--- src/rtl/lmi_region_decode.sv ---
// Programmable multi-window address decoder for the LMI DRAM path.
// Decodes one request per cycle into a registered hit/region result and latches the first miss.
module lmi_region_decode #(
   parameter int NUM_REGIONS = 4,
   parameter int IDX_W       = 2,
   parameter int ADDR_W      = 32,
   parameter int GRAN_LO     = 4
) (
   input  logic                      clk_i,
   input  logic                      rst_ni,
   input  logic                      cfg_we_i,
   input  logic [IDX_W-1:0]          cfg_idx_i,
   input  logic [1:0]                cfg_sel_i,
   input  logic [ADDR_W-GRAN_LO-1:0] cfg_wdata_i,
   input  logic                      req_valid_i,
   output logic                      req_ready_o,
   input  logic [ADDR_W-1:0]         req_addr_i,
   output logic                      rsp_valid_o,
   input  logic                      rsp_ready_i,
   output logic                      rsp_hit_o,
   output logic [IDX_W-1:0]          rsp_region_o,
   output logic                      err_valid_o,
   output logic [ADDR_W-1:0]         err_addr_o,
   input  logic                      err_clr_i
);

   localparam int GW = ADDR_W - GRAN_LO;

   logic [GW-1:0]          base_q [NUM_REGIONS];
   logic [GW-1:0]          base_d [NUM_REGIONS];
   logic [GW-1:0]          top_q  [NUM_REGIONS];
   logic [GW-1:0]          top_d  [NUM_REGIONS];
   logic [NUM_REGIONS-1:0] en_q, en_d;

   logic              rsp_valid_q, rsp_valid_d;
   logic              rsp_hit_q, rsp_hit_d;
   logic [IDX_W-1:0]  rsp_region_q, rsp_region_d;
   logic              err_valid_q, err_valid_d;
   logic [ADDR_W-1:0] err_addr_q, err_addr_d;

   logic              accept;
   logic              dec_hit;
   logic [IDX_W-1:0]  dec_region;
   logic [GW-1:0]     gran_addr;

   assign req_ready_o = !rsp_valid_q || rsp_ready_i;
   assign accept      = req_valid_i && req_ready_o;
   assign gran_addr   = req_addr_i[ADDR_W-1:GRAN_LO];

   // Scanning from the top index down lets the lowest overlapping window win.
   always_comb begin
      dec_hit    = 1'b0;
      dec_region = '0;
      for (int i = NUM_REGIONS - 1; i >= 0; i--) begin
         if (en_q[i] && (gran_addr >= base_q[i]) && (gran_addr <= top_q[i])) begin
            dec_hit    = 1'b1;
            dec_region = IDX_W'(i);
         end
      end
   end

   always_comb begin
      base_d = base_q;
      top_d  = top_q;
      en_d   = en_q;
      for (int i = 0; i < NUM_REGIONS; i++) begin
         if (cfg_we_i && (cfg_idx_i == IDX_W'(i))) begin
            case (cfg_sel_i)
               2'd0:    base_d[i] = cfg_wdata_i;
               2'd1:    top_d[i]  = cfg_wdata_i;
               2'd2:    en_d[i]   = cfg_wdata_i[0];
               default: ;
            endcase
         end
      end
   end

   // A held result stays untouched until the consumer takes it.
   always_comb begin
      rsp_valid_d  = rsp_valid_q;
      rsp_hit_d    = rsp_hit_q;
      rsp_region_d = rsp_region_q;
      if (accept) begin
         rsp_valid_d  = 1'b1;
         rsp_hit_d    = dec_hit;
         rsp_region_d = dec_region;
      end else if (rsp_ready_i) begin
         rsp_valid_d  = 1'b0;
      end
   end

   // A clear in the same cycle as a new miss still captures that miss.
   always_comb begin
      err_valid_d = err_valid_q;
      err_addr_d  = err_addr_q;
      if (err_clr_i) begin
         err_valid_d = 1'b0;
         err_addr_d  = '0;
      end
      if (accept && !dec_hit && (!err_valid_q || err_clr_i)) begin
         err_valid_d = 1'b1;
         err_addr_d  = req_addr_i;
      end
   end

   always_ff @(posedge clk_i) begin
      if (!rst_ni) begin
         for (int i = 0; i < NUM_REGIONS; i++) begin
            base_q[i] <= '0;
            top_q[i]  <= '0;
         end
         en_q         <= '0;
         rsp_valid_q  <= 1'b0;
         rsp_hit_q    <= 1'b0;
         rsp_region_q <= '0;
         err_valid_q  <= 1'b0;
         err_addr_q   <= '0;
      end else begin
         for (int i = 0; i < NUM_REGIONS; i++) begin
            base_q[i] <= base_d[i];
            top_q[i]  <= top_d[i];
         end
         en_q         <= en_d;
         rsp_valid_q  <= rsp_valid_d;
         rsp_hit_q    <= rsp_hit_d;
         rsp_region_q <= rsp_region_d;
         err_valid_q  <= err_valid_d;
         err_addr_q   <= err_addr_d;
      end
   end

   assign rsp_valid_o  = rsp_valid_q;
   assign rsp_hit_o    = rsp_hit_q;
   assign rsp_region_o = rsp_region_q;
   assign err_valid_o  = err_valid_q;
   assign err_addr_o   = err_addr_q;

endmodule

--- config.mk ---
export PLATFORM = sky130hd
export DESIGN_NAME = lmi_region_decode
export DESIGN_NICKNAME = d
export VERILOG_FILES = /design/src/rtl/lmi_region_decode.sv
export SDC_FILE = /design/constraint.sdc
export NUM_CORES = 1
export LEC_CHECK = 0
export CORE_MARGIN = 2
export CORE_UTILIZATION = 35
export CTS_BUF_LIST = sky130_fd_sc_hd__clkbuf_8
export DETAILED_ROUTE_END_ITERATION = 6
export SETUP_SLACK_MARGIN = 0.4
export SYNTH_ARGS = -nofsm -noshare
export SYNTH_HDL_FRONTEND = slang
export SYNTH_SLANG_ARGS = --single-unit
export TNS_END_PERCENT = 10
--- constraint.sdc ---
create_clock -name clk_i -period 3.18 [get_ports clk_i]
set_clock_uncertainty 0.05 [all_clocks]
set_input_delay 0.636 -clock clk_i [delete_from_list [all_inputs] [get_ports clk_i]]
set_output_delay 0.636 -clock clk_i [all_outputs]
set_load 0.03 [all_outputs]
==> reports/metrics.yaml <==
min_from: "req_addr_i[4]"
grt_pass1_vias: 14500
placed_area_um2: 18300
grt_usage: 0.222
synthMuxAreaShare: 0.0204
crit_path_start: "req_addr_i[9]"
cp_num_buf_inv: 4
rr_worst_depth: 12
viasPerCell: 5.09
drv_cap: 0
tightest_slew_ps: 670
relSlewSlack: 0.553
initial_core_util: 0.355
hp-class: "in2reg"
rr_startpoint: "base_q[106]$_SDFFE_PN0P_"
cp_cell_sequence: "dlygate4sd2_1, buf_6, ha_1, a21o_1, nand3_1, a21oi_2, nor2_2, a211oi_2, o22a_1, or4_4, nand2b_4, buf_12, buf_16, mux2i_2"
whs_ps: 269
synth.largest_area_cell: "dfxtp_1"
grt_start_max_net_pins: 76
regToRegSetupSlack_ps: 120
dp_hpwl_um: 35300
critPathArrivalTime_ps: 3520
insertedDiodeCount: 0
antenna_found_initial: 0
regArea_um2: 5320
drtPass1Iterations: 5
worst-setup-path-type: "in2reg"
finalCritPeriodShare: 0.975
syn_to_final_growth_pct: 29.3
synth_top_family_by_area: "simple AND/OR/NAND/NOR gates"
multi_input_area_um2: 9900
root_buffer: "clkbuf_8"
ys_types: 53
synth_cells: 1988
crit_fanout: 8
critical_path.max_stage_delay_ps: 560
synth_warnings: 0
drcViolationCount: 0
drtIter0Drc: 940
yosysMostFrequentCell: "nand2_1"
yosys-top-cells-count: "544 x nand2_1, 265 x dfxtp_1, 224 x ha_1, 219 x inv_1, 213 x a21boi_0"
nFillCells: 4218
synthAdderAreaFrac: 0.178
async_flop_share: 0
place_congestion: 0.856
status: "finished, final reports clean"
setup_viol: 0
fmax_mhz: 322
synth-xor-area-share: 0
worstPathRequired_ps: 3600
tritoncts: "yes"
die_w_um: 216
routedWlPerCell_um: 18.4
slew_viol_final: 0
rsz0062_at_grt: "yes"
synth_ff_type: "dfxtp_1"
row_count: 77
nets: 2504
cts_made_buffers: 46
critPathSlowestCell: "or4_4"
synth_top_area_frac: 0.337
ir_drop_v: 0.000259
clockBufferDepth: 3
h-tree-depth: 2
vias: 14400
syn_avg_cell_area_um2: 7.91
p_leak_nw: 7.37
crit_family: "simple AND/OR/NAND/NOR gates"
hold_violations: 0
hold-path-endpoint: "err_addr_o[4]$_SDFFE_PN0P_"
finalCriticalPeriod_ps: 3100
power.density_nw_per_um2: 398
cts.sinks: 265
clk_latency_ps: 590
synth_area_um2: 15700
totalWireLength_um: 52100
syn_nets: 2282
end_kind: "flop"
synthSimpleGateAreaFrac: 0.199
critPathLaunchType: "input port"
grt_pass1_wl_um: 81300
synth_edf_count: 0
grt_overflow: 0
core-area_um2: 44300
stdcell_area_um2: 20300
hold_buffers: 0
ys_ff_latch: 265
die_area_um2: 46700
seq_area_frac_synth: 0.337
ant_nets: 0
r2r_end: "err_addr_o[17]$_SDFFE_PN0P_"
dieHeight_um: 216
portBuffers: 107
synth_compound_area_frac: 0.181
holdPathStages: 3
drive_above_1_share: 0.174
io_pins: 108
clk_pin_slew_worst_paths_ps: 60
synthTopCellsByArea: "dfxtp_1 34%, ha_1 18%, nand2_1 13%"
[area by class of cell]
cell class / count / area share
clock buffer: 55 / 0.0372
clock inverter: 24 / 0.00898
inverter: 219 / 0.0406
multi-input combinational: 1396 / 0.487
sequential: 265 / 0.262
tap: 592 / 0.0364
timing repair buffer: 282 / 0.128
[repair_timing]
item / CTS / global route
cloned: 4 / 1
pin swaps: 47 / 40
hold endpoints to repair: 0 / 0
gates resized for setup: 144 / 98
setup buffers: 19 / 12
setup endpoints to repair: 36 / 36
[power by group]
part / switching [mW] / internal [mW] / leakage, nW
Sequential: 0.0354 / 3.39 / 2.15
Clock: 1.46 / 1.80 / 0.532
Combinational: 0.753 / 0.643 / 4.69
Total: 2.25 / 5.83 / 7.37
[worst max-delay path by stage]
stage	endpoint	slack, ps	cells after the start
floorplan	err_addr_o[10]$_SDFFE_PN0P_	80	13
finish	err_addr_o[17]$_SDFFE_PN0P_	80	14
CTS	err_addr_o[0]$_SDFFE_PN0P_	110	12
global placement	err_addr_o[6]$_SDFFE_PN0P_	-1200	13
detailed placement	err_addr_o[0]$_SDFFE_PN0P_	-1200	13
global route	err_addr_o[17]$_SDFFE_PN0P_	6	13
[cells by family (layout without fill, tap and decap cells)]
kind of cell             after synthesis  in the layout
AND/OR/NAND/NOR                      723            723
adder cells (fa/ha/maj)              224            224
flip-flops                           265            265
AO/OA/AOI/OAI                        417            417
multiplexers                          32             32
buffers and inverters                327            580
[tightest hold or removal path, stage by stage]
cell and delay (ps):
buf_8 110, nand2_1 50, mux2i_1 60
[sequential cells by signal, summed over array words and instances, names as in the netlist]
register and cells:
top_q 112, rsp_hit_o 1, err_addr_o 32, en_q 4, rsp_valid_o 1, rsp_region_o 2
err_valid_o 1, base_q 112
[metrics by stage]
| step | utilization | std cells | total power, mW | setup TNS, ps | worst slack (ps) |
|---|---|---|---|---|---|
| CTS | 0.450 | 2820 | 8.08 | 0 | 107 |
| floorplan | - | 1988 | 4.15 | 0 | 83.6 |
| finish | 0.459 | 2833 | 8.08 | 0 | 78.7 |
| global route | 0.459 | 2833 | 8.43 | 0 | 5.61 |
| detailed placement | 0.412 | 2718 | 4.70 | -40340 | -1200 |
| global placement | 0.412 | 2718 | 4.67 | -40680 | -1200 |
[layout by cell type, fill, tap and decap left out, types with 7 or more instances in the layout]
| cell type | n |
|---|---|
| nand2_1 | 542 |
| o21ai_0 | 17 |
| nand3b_1 | 33 |
| buf_2 | 7 |
| a21boi_1 | 18 |
| buf_12 | 10 |
| a21oi_1 | 67 |
| nor3_2 | 9 |
| a21o_1 | 16 |
| inv_1 | 227 |
| buf_4 | 143 |
| ha_4 | 28 |
| nand3_1 | 15 |
| clkbuf_8 | 55 |
| nor2_1 | 23 |
| dfxtp_2 | 13 |
| nand2b_1 | 12 |
| nand4_1 | 39 |
| mux2i_1 | 31 |
| clkdlybuf4s50_1 | 78 |
| nor2b_1 | 9 |
| o21ai_2 | 7 |
| a21boi_0 | 213 |
| dfxtp_1 | 252 |
| ha_1 | 195 |
| buf_6 | 18 |
| dlygate4sd2_1 | 9 |
| a21oi_2 | 17 |
| o21ai_1 | 13 |
[per-layer routing]
metal	global-route usage	part of all wire
met2	0.364	0.44
met3	0.0319	0.055
met4	0.0838	0.038
met5	0	0
met1	0.294	0.46
(Power assumes the default switching activity.)
